$ cat config.mk
export PLATFORM = sky130hd
export DESIGN_NAME = hdmi_i2c_cfg
export DESIGN_NICKNAME = d
export VERILOG_FILES = /design/src/rtl/hdmi_cfg_pkg.sv /design/src/rtl/hdmi_i2c_byte.sv /design/src/rtl/hdmi_i2c_cfg.sv
export SDC_FILE = /design/constraint.sdc
export NUM_CORES = 1
export LEC_CHECK = 0
export BUFFER_PORTS_ARGS = -buffer_cell sky130_fd_sc_hd__buf_2
export CORE_MARGIN = 1.5
export CORE_UTILIZATION = 50
export CTS_BUF_LIST = sky130_fd_sc_hd__clkbuf_16
export DETAILED_ROUTE_END_ITERATION = 10
export GPL_ROUTABILITY_DRIVEN = 0
export PLACE_DENSITY_LB_ADDON = 0.12
export SLEW_MARGIN = 15
export SYNTH_ARGS = -nofsm -noshare
export SYNTH_HDL_FRONTEND = slang
export SYNTH_SLANG_ARGS = --single-unit
$ cat constraint.sdc
create_clock -name fpga_sysclk -period 6.9 [get_ports fpga_sysclk]
set_input_delay 0.345 -clock fpga_sysclk [delete_from_list [all_inputs] [get_ports fpga_sysclk]]
set_output_delay 0.345 -clock fpga_sysclk [all_outputs]
set_load 0.005 [all_outputs]
$ cat src/rtl/hdmi_cfg_pkg.sv
// Shared types and constants for the HDMI transmitter I2C configuration walker.
// The optional NACK retry feature is enabled by defining HDMI_I2C_CFG_RETRY_EN.
package hdmi_cfg_pkg;

    typedef enum logic [3:0] {
        ST_IDLE  = 4'd0,
        ST_FETCH = 4'd1,
        ST_START = 4'd2,
        ST_ADDR  = 4'd3,
        ST_REG   = 4'd4,
        ST_DATA  = 4'd5,
        ST_STOP  = 4'd6,
        ST_NEXT  = 4'd7,
        ST_DONE  = 4'd8,
        ST_ERR   = 4'd9
    } cfg_state_e;

    typedef enum logic [1:0] {
        CMD_START = 2'd0,
        CMD_BYTE  = 2'd1,
        CMD_STOP  = 2'd2
    } i2c_cmd_e;

    typedef struct packed {
        logic [7:0] reg_addr;
        logic [7:0] val;
    } tbl_entry_t;

    localparam logic [15:0] TBL_TERM    = 16'hFFFF;
    localparam logic [1:0]  RETRY_LIMIT = 2'd3;

    // Bus levels {scl, sda_oe} for one quarter of a START, data/ACK bit or STOP.
    function automatic logic [1:0] bus_drive(input i2c_cmd_e   cmd,
                                             input logic [7:0] data,
                                             input logic [3:0] bit_idx,
                                             input logic [1:0] qtr);
        logic       bit_val;
        logic [1:0] res;
        bit_val = 1'b1;
        res     = 2'b10;
        case (cmd)
            CMD_START: begin
                case (qtr)
                    2'd0:       res = 2'b10;
                    2'd1, 2'd2: res = 2'b11;
                    default:    res = 2'b01;
                endcase
            end
            CMD_BYTE: begin
                if (bit_idx < 4'd8) begin
                    bit_val = data[3'd7 - bit_idx[2:0]];
                end else begin
                    bit_val = 1'b1;
                end
                res = {(qtr == 2'd1) || (qtr == 2'd2), ~bit_val};
            end
            CMD_STOP: begin
                case (qtr)
                    2'd0:    res = 2'b01;
                    2'd1:    res = 2'b11;
                    default: res = 2'b10;
                endcase
            end
            default: res = 2'b10;
        endcase
        return res;
    endfunction

endpackage

$ cat src/rtl/hdmi_i2c_byte.sv
// I2C bit engine: quarter-tick divider plus START / byte+ACK / STOP sequencing.
// One command may be queued ahead so consecutive bits keep an exact SCL period.
module hdmi_i2c_byte
    import hdmi_cfg_pkg::*;
#(
    parameter int unsigned DIV = 250
) (
    input  logic       clk_i,
    input  logic       rst_i,
    input  logic       go_i,
    input  i2c_cmd_e   cmd_i,
    input  logic [7:0] byte_i,
    input  logic       sda_i,
    output logic       rdy_o,
    output logic       ack_ok_o,
    output logic       scl_o,
    output logic       sda_oe_o
);

    localparam int unsigned DW = (DIV > 1) ? $clog2(DIV) : 1;
    localparam logic [DW-1:0] DIV_LAST = DW'(DIV - 1);

    logic          run_q,    run_d;
    i2c_cmd_e      cmd_q,    cmd_d;
    logic [7:0]    byte_q,   byte_d;
    logic [3:0]    bit_q,    bit_d;
    logic [1:0]    qtr_q,    qtr_d;
    logic [DW-1:0] div_q,    div_d;
    logic          pend_q,   pend_d;
    i2c_cmd_e      pcmd_q,   pcmd_d;
    logic [7:0]    pbyte_q,  pbyte_d;
    logic          rdy_q,    rdy_d;
    logic          ack_ok_q, ack_ok_d;
    logic          scl_q,    scl_d;
    logic          oe_q,     oe_d;
    logic          tick_s;
    logic          load_s;
    logic [1:0]    drive_s;

    assign tick_s = run_q && (div_q == DIV_LAST);

    // Next-state: divider, quarter/bit stepping, command queue and bus levels.
    always_comb begin
        run_d    = run_q;
        cmd_d    = cmd_q;
        byte_d   = byte_q;
        bit_d    = bit_q;
        qtr_d    = qtr_q;
        div_d    = div_q;
        pend_d   = pend_q;
        pcmd_d   = pcmd_q;
        pbyte_d  = pbyte_q;
        rdy_d    = 1'b0;
        ack_ok_d = ack_ok_q;
        load_s   = 1'b0;
        if (go_i) begin
            pend_d  = 1'b1;
            pcmd_d  = cmd_i;
            pbyte_d = byte_i;
        end else begin
            pend_d  = pend_q;
        end
        if (!run_q) begin
            div_d  = '0;
            load_s = pend_d;
        end else if (tick_s) begin
            div_d = '0;
            // Hand-off point: START is past its falling edge, or the ACK has been sampled.
            if ((qtr_q == 2'd2) &&
                ((cmd_q == CMD_START) || ((cmd_q == CMD_BYTE) && (bit_q == 4'd8)))) begin
                rdy_d    = 1'b1;
                ack_ok_d = (cmd_q == CMD_BYTE) ? ~sda_i : 1'b1;
            end else begin
                rdy_d    = 1'b0;
            end
            if (qtr_q == 2'd3) begin
                if ((cmd_q != CMD_BYTE) || (bit_q == 4'd8)) begin
                    rdy_d = rdy_d | (cmd_q == CMD_STOP);
                    if (pend_d) begin
                        load_s = 1'b1;
                    end else begin
                        run_d  = 1'b0;
                    end
                end else begin
                    bit_d = bit_q + 4'd1;
                    qtr_d = 2'd0;
                end
            end else begin
                qtr_d = qtr_q + 2'd1;
            end
        end else begin
            div_d = div_q + DW'(1);
        end
        if (load_s) begin
            run_d  = 1'b1;
            cmd_d  = pcmd_d;
            byte_d = pbyte_d;
            bit_d  = 4'd0;
            qtr_d  = 2'd0;
            pend_d = 1'b0;
        end else begin
            pend_d = pend_d;
        end
        drive_s = bus_drive(cmd_d, byte_d, bit_d, qtr_d);
        if (run_d) begin
            scl_d = drive_s[1];
            oe_d  = drive_s[0];
        end else begin
            scl_d = scl_q;
            oe_d  = oe_q;
        end
    end

    // State registers with synchronous reset to a released, idle bus.
    always_ff @(posedge clk_i) begin
        if (rst_i) begin
            run_q    <= 1'b0;
            cmd_q    <= CMD_START;
            byte_q   <= 8'd0;
            bit_q    <= 4'd0;
            qtr_q    <= 2'd0;
            div_q    <= '0;
            pend_q   <= 1'b0;
            pcmd_q   <= CMD_START;
            pbyte_q  <= 8'd0;
            rdy_q    <= 1'b0;
            ack_ok_q <= 1'b0;
            scl_q    <= 1'b1;
            oe_q     <= 1'b0;
        end else begin
            run_q    <= run_d;
            cmd_q    <= cmd_d;
            byte_q   <= byte_d;
            bit_q    <= bit_d;
            qtr_q    <= qtr_d;
            div_q    <= div_d;
            pend_q   <= pend_d;
            pcmd_q   <= pcmd_d;
            pbyte_q  <= pbyte_d;
            rdy_q    <= rdy_d;
            ack_ok_q <= ack_ok_d;
            scl_q    <= scl_d;
            oe_q     <= oe_d;
        end
    end

    assign rdy_o    = rdy_q;
    assign ack_ok_o = ack_ok_q;
    assign scl_o    = scl_q;
    assign sda_oe_o = oe_q;

endmodule

$ cat src/rtl/hdmi_i2c_cfg.sv
// Walks an external {reg,val} table and writes each entry to the HDMI transmitter over I2C.
// Define HDMI_I2C_CFG_RETRY_EN to retry a NACKed entry up to RETRY_LIMIT times before ERR.
module hdmi_i2c_cfg
    import hdmi_cfg_pkg::*;
#(
    parameter int unsigned CLK_HZ   = 100_000_000,
    parameter int unsigned I2C_HZ   = 100_000,
    parameter logic [6:0]  DEV_ADDR = 7'h4C
) (
    input  logic        fpga_sysclk,
    input  logic        rst_sys,
    input  logic        start,
    output logic [7:0]  tbl_addr,
    input  logic [15:0] tbl_data,
    output logic        busy,
    output logic        done,
    output logic        err,
    output logic        scl_o,
    output logic        sda_oe,
    input  logic        sda_i
);

    localparam int unsigned DIV_RAW = CLK_HZ / (4 * I2C_HZ);
    localparam int unsigned DIV     = (DIV_RAW < 3) ? 3 : DIV_RAW;

    cfg_state_e state_q;
    logic [7:0] tbl_addr_q;
    logic       busy_q;
    logic       done_q;
    logic       err_q;
    logic       go_q;
    i2c_cmd_e   cmd_q;
    logic [7:0] byte_q;
    tbl_entry_t entry_q;
    logic       nack_q;
    logic       fetch_wait_q;
`ifdef HDMI_I2C_CFG_RETRY_EN
    logic [1:0] retry_q;
`endif
    logic       rdy_s;
    logic       ack_ok_s;

    hdmi_i2c_byte #(
        .DIV (DIV)
    ) u_byte (
        .clk_i    (fpga_sysclk),
        .rst_i    (rst_sys),
        .go_i     (go_q),
        .cmd_i    (cmd_q),
        .byte_i   (byte_q),
        .sda_i    (sda_i),
        .rdy_o    (rdy_s),
        .ack_ok_o (ack_ok_s),
        .scl_o    (scl_o),
        .sda_oe_o (sda_oe)
    );

    // Table sequencer; commands to the bit engine are issued as one-cycle go pulses.
    always_ff @(posedge fpga_sysclk) begin
        if (rst_sys) begin
            state_q      <= ST_IDLE;
            tbl_addr_q   <= 8'd0;
            busy_q       <= 1'b0;
            done_q       <= 1'b0;
            err_q        <= 1'b0;
            go_q         <= 1'b0;
            cmd_q        <= CMD_START;
            byte_q       <= 8'd0;
            entry_q      <= '0;
            nack_q       <= 1'b0;
            fetch_wait_q <= 1'b0;
`ifdef HDMI_I2C_CFG_RETRY_EN
            retry_q      <= 2'd0;
`endif
        end else begin
            go_q   <= 1'b0;
            done_q <= 1'b0;
            case (state_q)
                ST_IDLE: begin
                    if (start) begin
                        state_q      <= ST_FETCH;
                        busy_q       <= 1'b1;
                        err_q        <= 1'b0;
                        tbl_addr_q   <= 8'd0;
                        fetch_wait_q <= 1'b1;
                    end else begin
                        busy_q       <= 1'b0;
                    end
                end
                // The first FETCH cycle lets the table catch up with a new tbl_addr.
                ST_FETCH: begin
                    if (fetch_wait_q) begin
                        fetch_wait_q <= 1'b0;
                    end else if (tbl_data == TBL_TERM) begin
                        state_q <= ST_DONE;
                        done_q  <= 1'b1;
                    end else begin
                        entry_q <= tbl_data;
                        nack_q  <= 1'b0;
`ifdef HDMI_I2C_CFG_RETRY_EN
                        retry_q <= 2'd0;
`endif
                        go_q    <= 1'b1;
                        cmd_q   <= CMD_START;
                        state_q <= ST_START;
                    end
                end
                ST_START: begin
                    if (rdy_s) begin
                        go_q    <= 1'b1;
                        cmd_q   <= CMD_BYTE;
                        byte_q  <= {DEV_ADDR, 1'b0};
                        state_q <= ST_ADDR;
                    end
                end
                ST_ADDR: begin
                    if (rdy_s) begin
                        go_q <= 1'b1;
                        if (ack_ok_s) begin
                            cmd_q   <= CMD_BYTE;
                            byte_q  <= entry_q.reg_addr;
                            state_q <= ST_REG;
                        end else begin
                            cmd_q   <= CMD_STOP;
                            nack_q  <= 1'b1;
                            state_q <= ST_STOP;
                        end
                    end
                end
                ST_REG: begin
                    if (rdy_s) begin
                        go_q <= 1'b1;
                        if (ack_ok_s) begin
                            cmd_q   <= CMD_BYTE;
                            byte_q  <= entry_q.val;
                            state_q <= ST_DATA;
                        end else begin
                            cmd_q   <= CMD_STOP;
                            nack_q  <= 1'b1;
                            state_q <= ST_STOP;
                        end
                    end
                end
                ST_DATA: begin
                    if (rdy_s) begin
                        go_q    <= 1'b1;
                        cmd_q   <= CMD_STOP;
                        nack_q  <= ~ack_ok_s;
                        state_q <= ST_STOP;
                    end
                end
                ST_STOP: begin
                    if (rdy_s) begin
`ifdef HDMI_I2C_CFG_RETRY_EN
                        if (nack_q && (retry_q != RETRY_LIMIT)) begin
                            retry_q <= retry_q + 2'd1;
                            nack_q  <= 1'b0;
                            go_q    <= 1'b1;
                            cmd_q   <= CMD_START;
                            state_q <= ST_START;
                        end else if (nack_q) begin
                            state_q <= ST_ERR;
                        end else begin
                            state_q <= ST_NEXT;
                        end
`else
                        if (nack_q) begin
                            state_q <= ST_ERR;
                        end else begin
                            state_q <= ST_NEXT;
                        end
`endif
                    end
                end
                // A full 256-entry sweep ends the pass even without a terminator.
                ST_NEXT: begin
                    tbl_addr_q <= tbl_addr_q + 8'd1;
                    if (tbl_addr_q == 8'hFF) begin
                        state_q <= ST_DONE;
                        done_q  <= 1'b1;
                    end else begin
                        state_q      <= ST_FETCH;
                        fetch_wait_q <= 1'b1;
                    end
                end
                ST_DONE: begin
                    state_q <= ST_IDLE;
                    busy_q  <= 1'b0;
                end
                ST_ERR: begin
                    err_q   <= 1'b1;
                    state_q <= ST_IDLE;
                    busy_q  <= 1'b0;
                end
                default: begin
                    state_q <= ST_IDLE;
                    busy_q  <= 1'b0;
                end
            endcase
        end
    end

    assign tbl_addr = tbl_addr_q;
    assign busy     = busy_q;
    assign done     = done_q;
    assign err      = err_q;

endmodule

==> results list <==
- Resized cells post-CTS: 0
* Type of the tightest min-delay check: input pin to flop
- 33 I/O pins were placed.
- TritonCTS clock tree: yes
- Synthesized netlist net count: between 400 and 500
* Share of the clock period used by the worst path after layout: around 50%
- Total met2 wirelength after detailed routing: about 3700 um
* Number of distinct library cell variants in the gate-level netlist after synthesis: 58
* Overall overflow remaining after global route: 0
- The via count of the first global-routing pass is 3002.
* Gate count after technology mapping: about 460
- Sum Neg Setup Slack: 0 ps
* Clock buffer count from CTS: 9
* Global-route wire length before repair: about 15000 um
- The first TritonRoute pass finished after 4 iterations.
- Data arrival, critical path: approximately 3700 ps
- Count of max-cap constraint violations: 0
- The worst path in the final design needs a cycle of between 3000 and 4000 ps, including I/O delays and setup.
- Post-Place Cells: ~570
- Maximum level of the CTS H-tree: 3
* Core area: just under 8000 um^2
- Buffers on Ports: 32
* Hold depth: 2
* Area added between synthesis and finish: 11.4%
* Leakage: 1.67 nW
- Buffers from clock root to sink, at most: 2
* Total number of yosys warnings: 0
- From bottom edge to top edge, the die measures 93.3 um.
* Cell at the root of the clock tree: clkbuf_16
* Number of antenna repair diodes: 0
* Reg-to-reg critical path endpoint: u_byte.scl_o
- STA classifies the critical path startpoint as a flop.
- Power spread over the standard cell area amounts to 296 nW/um^2.
* Final standard cell utilization of the core: 58.2%
- Across the routed clock network, the largest skew measured is a little over 6 ps.
- Worst hold path startpoint: sda_i
* Clock insertion delay at the later pin of the skew report: 330 ps
- Peak Freq: roughly 290 MHz
- Synth Register Bits: 84
- Final hold violation count: 0
* Number of clock sinks seen by CTS: 84
* Vias per Instance: roughly 5.6
- Area after DPL: 4260 um^2
* Path type of the worst setup path: flop to flop
- The worst setup path is captured at a flop.
* Gr usage total: 21.1%
- Violation count after the first detailed-route iteration: ~160
- Max-slew violation count: 0
* Count of hold buffers inserted by post-cts repair: 0
- VDD sags by at most 183 uV.
- Transition time of the tightest slew-check pin: 1020 ps
- Routed signal wires occupy layers up through met4.
* Final setup violation count: 0
- The net count of the finished layout is a little over 500.
* Proportion of synthesized chip area in sequential cells: between 40% and 50%
- Once layout is done, the placed cells without fillers occupy approximately 4500 um^2.
- Hold worst-path end: u_byte.ack_ok_o
- Post-synthesis instance area: slightly above 4000 um^2
- Detailed-route wire length per cell: 14.4 um
- Antenna violations before repair: 0
* Clock transition at the registers of the reported paths: approximately 70 ps
* Met3 WL: ~340 um
- The routed design has ~8400 um of wire.
- Width of the die: roughly 93 um
- Leaving out filler cells and counting taps, the final layout contains ~580.
* Post-synth EDFFs: 0
- Share of cells above drive strength 1: 14.3%
- Placed wire-length estimate: about 5800 um
- The detail route stage leaves a number of antenna-violating nets equal to 0.
- The initial utilization of the core area, before any placement, comes to between 50% and 60%.
* Relative slew slack: between 30% and 40%
* Routed vias: roughly 3300
* Cell row count: 32
- Predominant post-synthesis flop cell: dfxtp_1
* Req. time, crit path: 7120 ps
- Largest net degree at the start of global routing: 78
- Setup slack, reg-to-reg: 3440 ps
- Setup bufs post-CTS: 0
* Routed met1 length: around 4300 um
- For this run, asynchronously set or reset flops after synthesis account for 0%.
* Remaining DRCs: 0
- Post-route worst setup slack: ~3400 ps
* Top fanout value on the critical path: 24
- The average instance in the mapped netlist occupies between 8 and 9 um^2.
- R2R depth: 13
- The startpoint identified for the worst register-to-register timing path is u_byte.bit_q[0].
* Setup repair after global routing missed its margin: no
- Setup slack at placement: between 3000 and 4000 ps
* Die outline area: a little under 9000 um^2
- Result of the run: complete, no violations
-- power breakdown --
| part | internal, mW | switching (mW) | total (mW) |
|---|---|---|---|
| Clock | 0.253 | 0.213 | 0.466 |
| Sequential | 0.533 | 0.0628 | 0.596 |
| Combinational | 0.129 | 0.153 | 0.283 |
-- registers in the layout (all words and copies together), names as in the netlist, 2 cells and up --
signal,cells
byte_q,8
cmd_q,2
entry_q,16
state_q,4
tbl_addr,8
u_byte.bit_q,4
u_byte.byte_q,8
u_byte.cmd_q,2
u_byte.div_q,8
u_byte.pbyte_q,8
u_byte.pcmd_q,2
u_byte.qtr_q,2
-- critical path, stage by stage, from the launching register on --
cell      delay (ps)
dfxtp_1          390
inv_1            150
ha_1             170
nand3b_1         190
a211o_4          440
a21oi_4          520
or2_1            260
inv_1             80
ha_1             340
mux2i_1           80
or3_1            300
o21ai_1           80
o21ai_1           80
a221o_1          280
-- metrics by stage --
step,hold WS [ps],total power [mW]
global route,211,1.42
finish,221,1.34
floorplan,429,0.834
CTS,222,1.36
global placement,462,0.883
detailed placement,474,0.887
-- cell type report --
| type | count | area (um^2) |
|---|---|---|
| Fill cell | 741 | 3260 |
| Sequential cell | 84 | 1680 |
| Timing Repair Buffer | 33 | 168 |
| Inverter | 13 | 48.8 |
| Tap cell | 102 | 128 |
| Clock buffer | 9 | 225 |
| Clock inverter | 7 | 65.1 |
| Multi-Input combinational cell | 335 | 2230 |
-- how the worst max path moves through the flow --
stage	from	to	slack [ps]	depth (start not counted)
floorplan	u_byte.bit_q[0]	u_byte.scl_o	3930	14
global placement	u_byte.bit_q[0]	u_byte.scl_o	3610	13
detailed placement	u_byte.bit_q[0]	u_byte.scl_o	3520	13
CTS	u_byte.bit_q[0]	u_byte.scl_o	3460	13
global route	u_byte.bit_q[0]	u_byte.scl_o	3180	13
finish	u_byte.bit_q[0]	u_byte.scl_o	3440	13
-- placed cells by master (no fill, tap or decap), types with 3 or more instances in the layout --
| cell | synthesis | final |
|---|---|---|
| a311oi_1 | 4 | 4 |
| nor2_1 | 79 | 79 |
| ha_1 | 11 | 11 |
| xor2_1 | 6 | 6 |
| nor3_1 | 17 | 17 |
| dfxtp_1 | 84 | 84 |
| clkinvlp_4 | 0 | 3 |
| and2_1 | 3 | 3 |
| a21oi_1 | 15 | 15 |
| nand4_1 | 6 | 6 |
| a21o_1 | 3 | 3 |
| inv_1 | 13 | 13 |
| inv_8 | 0 | 3 |
| nand3b_1 | 6 | 6 |
| a221oi_1 | 3 | 3 |
| nor2b_1 | 6 | 6 |
| mux2i_1 | 31 | 31 |
| buf_2 | 9 | 32 |
| nand3_1 | 18 | 18 |
| o21ai_0 | 8 | 8 |
| mux2_2 | 3 | 3 |
| mux4_2 | 4 | 4 |
| nand2_1 | 28 | 28 |
| o21ai_1 | 5 | 5 |
| a31oi_1 | 7 | 7 |
| xnor2_1 | 5 | 5 |
| and4_1 | 3 | 3 |
| clkbuf_16 | 0 | 9 |
| and3_1 | 6 | 6 |
| a22oi_1 | 8 | 8 |
| a211oi_1 | 16 | 16 |
-- cell families after synthesis --
logic type	synth area share, %
mux	11.5
fa+ha+maj	3.37
simple gates	22.7
xor+xnor	2.36
flops	41.2
compound gates	14.8
buf+inv	4.14
-- synth_stat cells, drive strengths merged (11+ instances only) --
cell type	n	area share [%]
nor3	18	2.5
mux2i	32	8.2
o21ai	13	1.6
nand3	18	2.2
buf	13	1.9
clkbuf	11	1.0
a211oi	16	2.9
dfxtp	84	41
inv	13	1.2
ha	11	3.4
nor2	80	7.4
a21oi	16	2.2
nand2	29	2.7
-- routing by layer --
metal,global-route usage [%],up-vias
li1,-,1674
met1,31.5,1504
met2,30.5,67
met3,3.58,11
met4,7.20,0
met5,0,-
Note: power is estimated with default switching activity, not from simulation.
